## src/rtl/id_ex_ctrl_stage.sv

```systemverilog
// ID-stage control decode with the ID/EX pipeline register, load-use hazard
// detection (one-cycle bubble plus stall) and branch-flush bubble insertion.
module id_ex_ctrl_stage #(
    parameter int DATA_W = 32,
    parameter int CNT_W  = 16
) (
    input  logic              clk_i,
    input  logic              rst_i,
    input  logic [DATA_W-1:0] instr_i,
    input  logic              valid_i,
    input  logic              flush_i,
    output logic              stall_o,
    output logic              valid_o,
    output logic [2:0]        ALUOp_o,
    output logic [5:0]        funct_o,
    output logic              RegWrite_o,
    output logic              ALUSrc_o,
    output logic              RegDst_o,
    output logic              Branch_o,
    output logic              MemRead_o,
    output logic              MemWrite_o,
    output logic              MemtoReg_o,
    output logic [4:0]        rs_o,
    output logic [4:0]        rt_o,
    output logic [4:0]        rd_o,
    output logic [DATA_W-1:0] imm_o,
    output logic              illegal_o,
    output logic [CNT_W-1:0]  stall_cnt_o
);

    localparam logic [5:0] OP_RTYPE = 6'b000000;
    localparam logic [5:0] OP_ADDI  = 6'b001000;
    localparam logic [5:0] OP_SLTI  = 6'b001010;
    localparam logic [5:0] OP_BEQ   = 6'b000100;
    localparam logic [5:0] OP_LW    = 6'b100011;
    localparam logic [5:0] OP_SW    = 6'b101011;

    localparam logic [CNT_W-1:0] CNT_MAX = {CNT_W{1'b1}};
    localparam logic [CNT_W-1:0] CNT_ONE = {{(CNT_W-1){1'b0}}, 1'b1};

    logic [5:0]        w_opcode;
    logic [2:0]        w_alu_op;
    logic              w_reg_write, w_alu_src, w_reg_dst, w_branch;
    logic              w_mem_read, w_mem_write, w_mem_to_reg;
    logic              w_uses_rt, w_illegal;
    logic              w_stall, w_load;
    logic [DATA_W-1:0] w_imm;

    logic              r_valid;
    logic [2:0]        r_alu_op;
    logic [5:0]        r_funct;
    logic              r_reg_write, r_alu_src, r_reg_dst, r_branch;
    logic              r_mem_read, r_mem_write, r_mem_to_reg;
    logic [4:0]        r_rs, r_rt, r_rd;
    logic [DATA_W-1:0] r_imm;
    logic              r_illegal;
    logic [CNT_W-1:0]  r_stall_cnt;

    assign w_opcode = instr_i[31:26];
    assign w_imm    = {{(DATA_W-16){instr_i[15]}}, instr_i[15:0]};

    // Opcode decode into ALUOp, datapath controls and hazard-relevant flags.
    always_comb begin
        w_alu_op     = 3'd0;
        w_reg_write  = 1'b0;
        w_alu_src    = 1'b0;
        w_reg_dst    = 1'b0;
        w_branch     = 1'b0;
        w_mem_read   = 1'b0;
        w_mem_write  = 1'b0;
        w_mem_to_reg = 1'b0;
        w_uses_rt    = 1'b0;
        w_illegal    = 1'b0;
        case (w_opcode)
            OP_RTYPE: begin
                w_alu_op    = 3'd1;
                w_reg_write = 1'b1;
                w_reg_dst   = 1'b1;
                w_uses_rt   = 1'b1;
            end
            OP_ADDI: begin
                w_alu_op    = 3'd2;
                w_reg_write = 1'b1;
                w_alu_src   = 1'b1;
            end
            OP_SLTI: begin
                w_alu_op    = 3'd3;
                w_reg_write = 1'b1;
                w_alu_src   = 1'b1;
            end
            OP_BEQ: begin
                w_alu_op  = 3'd4;
                w_branch  = 1'b1;
                w_uses_rt = 1'b1;
            end
            OP_LW: begin
                w_alu_op     = 3'd5;
                w_reg_write  = 1'b1;
                w_alu_src    = 1'b1;
                w_mem_read   = 1'b1;
                w_mem_to_reg = 1'b1;
            end
            OP_SW: begin
                w_alu_op    = 3'd6;
                w_alu_src   = 1'b1;
                w_mem_write = 1'b1;
                w_uses_rt   = 1'b1;
            end
            default: begin
                w_illegal = 1'b1;
            end
        endcase
    end

    // Load-use hazard: the load in EX writes a register the ID instruction reads ($0 exempt).
    assign w_stall = valid_i & ~flush_i & r_mem_read & r_valid & (r_rt != 5'd0) &
                     ((r_rt == instr_i[25:21]) | (w_uses_rt & (r_rt == instr_i[20:16])));

    assign w_load = valid_i & ~flush_i & ~w_stall;

    // ID/EX register: bubble on flush, stall or empty slot; otherwise capture decode.
    always_ff @(posedge clk_i or negedge rst_i) begin
        if (!rst_i) begin
            r_valid      <= 1'b0;
            r_alu_op     <= 3'd0;
            r_funct      <= 6'd0;
            r_reg_write  <= 1'b0;
            r_alu_src    <= 1'b0;
            r_reg_dst    <= 1'b0;
            r_branch     <= 1'b0;
            r_mem_read   <= 1'b0;
            r_mem_write  <= 1'b0;
            r_mem_to_reg <= 1'b0;
            r_rs         <= 5'd0;
            r_rt         <= 5'd0;
            r_rd         <= 5'd0;
            r_imm        <= {DATA_W{1'b0}};
            r_illegal    <= 1'b0;
        end else begin
            r_funct <= instr_i[5:0];
            r_rs    <= instr_i[25:21];
            r_rt    <= instr_i[20:16];
            r_rd    <= instr_i[15:11];
            r_imm   <= w_imm;
            if (w_load) begin
                r_valid      <= 1'b1;
                r_alu_op     <= w_alu_op;
                r_reg_write  <= w_reg_write;
                r_alu_src    <= w_alu_src;
                r_reg_dst    <= w_reg_dst;
                r_branch     <= w_branch;
                r_mem_read   <= w_mem_read;
                r_mem_write  <= w_mem_write;
                r_mem_to_reg <= w_mem_to_reg;
                r_illegal    <= w_illegal;
            end else begin
                r_valid      <= 1'b0;
                r_alu_op     <= 3'd0;
                r_reg_write  <= 1'b0;
                r_alu_src    <= 1'b0;
                r_reg_dst    <= 1'b0;
                r_branch     <= 1'b0;
                r_mem_read   <= 1'b0;
                r_mem_write  <= 1'b0;
                r_mem_to_reg <= 1'b0;
                r_illegal    <= 1'b0;
            end
        end
    end

    // Saturating count of stall cycles.
    always_ff @(posedge clk_i or negedge rst_i) begin
        if (!rst_i) begin
            r_stall_cnt <= {CNT_W{1'b0}};
        end else if (w_stall && (r_stall_cnt != CNT_MAX)) begin
            r_stall_cnt <= r_stall_cnt + CNT_ONE;
        end else begin
            r_stall_cnt <= r_stall_cnt;
        end
    end

    assign stall_o     = w_stall;
    assign valid_o     = r_valid;
    assign ALUOp_o     = r_alu_op;
    assign funct_o     = r_funct;
    assign RegWrite_o  = r_reg_write;
    assign ALUSrc_o    = r_alu_src;
    assign RegDst_o    = r_reg_dst;
    assign Branch_o    = r_branch;
    assign MemRead_o   = r_mem_read;
    assign MemWrite_o  = r_mem_write;
    assign MemtoReg_o  = r_mem_to_reg;
    assign rs_o        = r_rs;
    assign rt_o        = r_rt;
    assign rd_o        = r_rd;
    assign imm_o       = r_imm;
    assign illegal_o   = r_illegal;
    assign stall_cnt_o = r_stall_cnt;

endmodule
```

## config.mk

```make
export PLATFORM = sky130hd
export DESIGN_NAME = id_ex_ctrl_stage
export DESIGN_NICKNAME = d
export VERILOG_FILES = /design/src/rtl/id_ex_ctrl_stage.sv
export SDC_FILE = /design/constraint.sdc
export NUM_CORES = 1
export LEC_CHECK = 0
export ABC_AREA = 1
export BUFFER_PORTS_ARGS = -buffer_cell sky130_fd_sc_hd__buf_2
export CAP_MARGIN = 20
export CORE_UTILIZATION = 51
export DETAILED_ROUTE_END_ITERATION = 7
export GPL_TIMING_DRIVEN = 0
export PLACE_DENSITY = 0.85
export SLEW_MARGIN = 0
export SYNTH_ARGS = -nofsm -noshare
export SYNTH_HDL_FRONTEND = slang
export SYNTH_SLANG_ARGS = --single-unit
```

## constraint.sdc

```tcl
create_clock -name clk_i -period 2.43 [get_ports clk_i]
set_clock_uncertainty 0.15 [all_clocks]
set_input_delay 0.243 -clock clk_i [delete_from_list [all_inputs] [get_ports clk_i]]
set_output_delay 0.243 -clock clk_i [all_outputs]
set_load 0.02 [all_outputs]
```

Yosys cells after proc, flatten, opt, wreduce, memory -nomap -nowiden. Index checks and enable logic that the tools add are counted.

Output and inout bits: 82. Logic and storage cells: 59. Bits in registers: 64. Input port bits: 36.

Equality and inequality tests: 8. Reduce and logical (&&, ||, !) cells: 7. Add/subtract/negate cells: 1. Bitwise gates (word level): 10. Muxes and demuxes: 18.

Operators by type and width (count): case mux 3 bit (6 select lines) (1); adder 16 x 1 -> 16 bit, second input constant (1); two-way mux 1 bit (16); inequality test 16 bit, second input constant (1); equality test 6 x 4 -> 1 bit, second input constant (2); equality test 6 bit, second input constant (2); equality test 5 bit (2); OR reduction 4 bit (2); AND 1 bit (7); equality test 6 x 3 -> 1 bit, second input constant (1); zero test 6 bit (1); OR reduction 6 bit (1); nonzero test 5 bit (1); two-way mux 3 bit (1); OR reduction 3 bit (1); inverter 1 bit (2); logical AND 1 bit (1); OR 1 bit (1).

Depth between registers and ports, before layout.
Depth in word-level cells: 9. Depth in mapped cells: 11. Mapped depth without buffers: 10.

Least setup slack after synthesis. OpenSTA, ideal clock, no wires.

Path kind: reg2reg. From: reg r_stall_cnt[0], in the netlist stall_cnt_o[0]. To: reg r_stall_cnt[6], in the netlist stall_cnt_o[6]. Arrival time: 1521 ps. Required time: 2164 ps. Library setup time: 116 ps. Period minus slack after synthesis: 1787 ps. Setup slack: 643 ps. Cell stages (with the launch flop): 8. Buffers on the path: 1. Cell sequence: dfrtp_1 > ha_1 > nand3_2 > nor3_4 > nand3_4 > buf_2 > nand4_1 > nand2_2.

Longest elaborated chain between the ends: 2. Elaborated cells on any way between the ends: 3. Those cells by class: add/sub (1); eq/ne (1); reduce/logical (1).

Ends and longest elaborated chain: start, declared (RTL line 57) `logic [CNT_W-1:0] r_stall_cnt;`; start signal, assigned (RTL line 174) `r_stall_cnt <= {CNT_W{1'b0}};`; start signal, assigned (RTL line 176) `r_stall_cnt <= r_stall_cnt + CNT_ONE;`; start signal, assigned (RTL line 178) `r_stall_cnt <= r_stall_cnt;`; branches (longest 2 deep; another with adder 16 x 1 -> 16 bit).

Several ways; the timed one is not identified. A chain may end at the register's enable or synchronous reset.

Final worst setup path.
From: in instr_i[20]. To: out stall_o.

Longest elaborated chain between the ends: 4.

Ends and longest elaborated chain: start, declared (RTL line 9) `input logic [DATA_W-1:0] instr_i,`; equality test 5 bit (RTL line 117) `((r_rt == instr_i[25:21]) | (w_uses_rt & (r_rt == instr_i[20:16])));`; AND 1 bit (RTL line 117); OR 1 bit (RTL line 117); AND 1 bit (RTL line 116) `assign w_stall = valid_i & ~flush_i & r_mem_read & r_valid & (r_rt != 5'd0) &`; end, declared (RTL line 12) `output logic stall_o,`.

Every way passes these cells.

==> flow_summary.yaml <==
global_routing:
  grt_pass1_wl_mm: 10.40
  antenna_found_initial: 0
  grt_pass1_vias: 2328
  gr-total-overflow: 0
  grt_usage_pct: 25.23
  grt_max_degree: 37
routing:
  drt-wirelength-per-cell_um: 12.77
  dr_total_vias: 2499
  viasPerCell: 4.806
  antenna_left: 0
  drcViolationCount: 0
  drt_wl_total_mm: 6.642
  drt_iter0_drc: 171
  dr.pass1.iters: 4
critical_path:
  crit_arrival_ns: 1.78
  worstPathRequired_ns: 2.04
  crit_type: "in2out"
  cp_max_fo: 9
  endpoint_kind: "output port"
  start_kind: "input pin"
floorplanning:
  io_pins: 118
  initial_core_util_pct: 54.49
  die_area_mm2: 0.005506
  row_count: 25
  coreArea_mm2: 0.004880
  dieHeight_um: 74.21
  die_w_um: 74.21
clock_network:
  cts_inserted_buffers: 5
  cts_tree: "done"
  numClockSinks: 53
  clock_latency_ns: 0.30
  cts.path.max_buffers: 2
  cts-root-buf: "clkbuf_8"
  cts.repair_timing.setup_buffer_count: 0
  clk_pin_slew_ns: 0.09
  htree_levels: 2
logic_synthesis:
  avgSynthCellArea_um2: 8.863
  synth.area.top_cells: "dfrtp_1 (50%), nand2_1 (11%), buf_4 (8.2%)"
  yosysTopAreaCellShare_pct: 49.88
  syn_area_mm2: 0.002659
  syn_inst: 300
  synthDistinctLibCells: 28
  yosys.area.top_type: "dfrtp_1"
  yosysWarningCount: 0
  synthesis.nets: 337
  synth-seq-cells: 53
  ys_seq_area_share_pct: 49.88
job:
  max_cap_viol_count: 0
sta:
  worst_pin_slew_ns: 0.5152
  slew_headroom_pct: 65.65
  finalHoldViolCount: 0
  timing.fmax_mhz: 460.8
  finalSetupTns_ns: 0
  finalSetupViolations: 0
  fin_crit_sh_pct: 89.30
  drv_slew: 0
  post-route-min-period_ns: 2.170
  rsz0062_at_grt: "false"
place:
  io_buffer_count: 117
  placed_area_mm2: 0.003348
  place_congestion: 0.9132
  post-place-cells: 485
  dpl.hpwl_mm: 4.621
run_status:
  status: "finished clean"
hold_path:
  hold_class: "in2reg"
power_and_ir_drop:
  p_per_area_mw_per_mm2: 454.3
  power_frac_clock_pct: 28.5
  p_comb_share_pct: 16.7
  p_sw_uw: 447.0
  p_leak_nw: 2.034
  intPower_mw: 1.237
  ir_worst_vdd_v: 0.0004064
  seq_power_share_pct: 54.8
  switching_share_pct: 26.55
layout:
  drive_gt1_share_pct: 41.72
  register_area_mm2: 0.001326
  final_nets: 489
  fin_area_mm2: 0.003706
  multi_input_area_um2: 979.7
  area_delta_synth_final_pct: 39.39
  n_fill_cell: 370
  diodes: 0
  fin_cells: 520
-- what timing repair did --
item                                   CTS  global route
resized for setup                        0             0
setup endpoints to repair                0             0
hold buffers                            27             0
endpoints found under the hold margin   43             0
-- flip-flops by register name (all words and copies together), names as in the netlist, 3 cells and up --
signal	count
rs_o	5
imm_o	16
stall_cnt_o	16
rt_o	5
ALUOp_o	3
-- Yosys cell counts, drive strengths merged --
cell,count
xor2,8
dfrtp,53
inv,27
nand4,22
a21oi,1
nor3b,1
nor2,34
a31oi,1
buf,32
nor3,5
o21ai,4
clkbuf,1
nand2,93
nand3,12
ha,1
xnor2,4
nand3b,1
-- through the flow --
step           hold slack [ns]  setup WS [ns]  total power, mW  util, %
6_report               0.07101         0.2601            1.684    75.95
3_5_place_dp           0.04630         0.5877            1.185    68.62
3_3_place_gp            0.2015         0.6224            1.174    68.21
2_1_floorplan          -0.2026         0.6433            1.074        -
5_1_grt                0.08586         0.1314            1.760    75.95
4_1_cts                0.07043         0.2889            1.698    75.95
-- worst max-delay path, cell delays in order --
cell           delay (ns)
dlygate4sd3_1        0.57
buf_2                0.14
xor2_1               0.13
nor2_1               0.13
nand3_2              0.11
nand2_4              0.14
nand2_1              0.09
inv_1                0.05
buf_2                0.16
-- worst paths after layout --
kind                                 from              end  slack (ns)  cells after the start
setup / recovery              instr_i[20]          stall_o        0.26                      9
hold / removal                    flush_i       ALUOp_o[2]        0.07                      4
setup reg to reg           stall_cnt_o[0]  stall_cnt_o[11]        0.55                      7
hold reg to reg            stall_cnt_o[1]   stall_cnt_o[1]        0.40                      2
max in group asynchronous           rst_i   stall_cnt_o[1]        1.33                      3
min in group asynchronous           rst_i         imm_o[6]        0.27                      2
-- kinds of logic (layout without fill, tap and decap cells) --
group           count (synthesis)  count (layout)  share of synthesized area [%]
compound gates                  6               6                          1.176
xor+xnor                       12              12                          3.953
fa+ha+maj                       1               1                         0.4705
buf+inv                        60             213                          13.27
flops                          53              53                          49.88
simple gates                  168             168                          31.25
-- area by class of cell --
cell class	instances	area share [%]
sequential	53	35.79
multi-input combinational	187	26.43
timing repair buffer	145	23.63
buffer	33	6.786
inverter	27	2.735
tap	67	2.262
clock buffer	6	1.958
clock inverter	2	0.4051
-- power by group through the flow --
stage / clock network (mW) / registers, mW / logic (mW)
finish: 0.480 / 0.923 / 0.281
floorplan: 0 / 0.972 / 0.102
detailed placement: 0 / 0.940 / 0.245
global placement: 0 / 0.939 / 0.235
global route: 0.527 / 0.927 / 0.306
CTS: 0.497 / 0.923 / 0.279
-- layer usage --
metal	wire, µm	share of wire (%)	track usage [%]	vias to the layer above
met2	3472	52	47.37	105
met1	2597	39	28.19	1153
met3	462	7.0	5.149	9
met4	109	1.6	8.761	0
li1	-	-	-	1232
met5	0	0	0	-
-- placed cells by master, fill, tap and decap left out --
cell type      instances
clkbuf_1               2
inv_2                  4
nor3_4                 1
nand3_4                2
ha_1                   1
nand2_1               78
nand2_4                1
nor3_2                 1
o21ai_0                2
o21ai_1                2
a21oi_1                1
nor2_1                29
nor3b_1                1
nor3_1                 3
clkinvlp_4             2
xor2_1                 8
dlygate4sd3_1         27
nor2_2                 5
buf_12                 2
inv_1                 23
xnor2_1                4
nand2_2               14
nand3b_1               1
clkbuf_8               5
buf_2                119
a31oi_1                1
nand3_1                6
buf_4                 29
nand3_2                4
nand4_1               22
dfrtp_1               53
No activity file was read; power rests on OpenSTA's default activity.
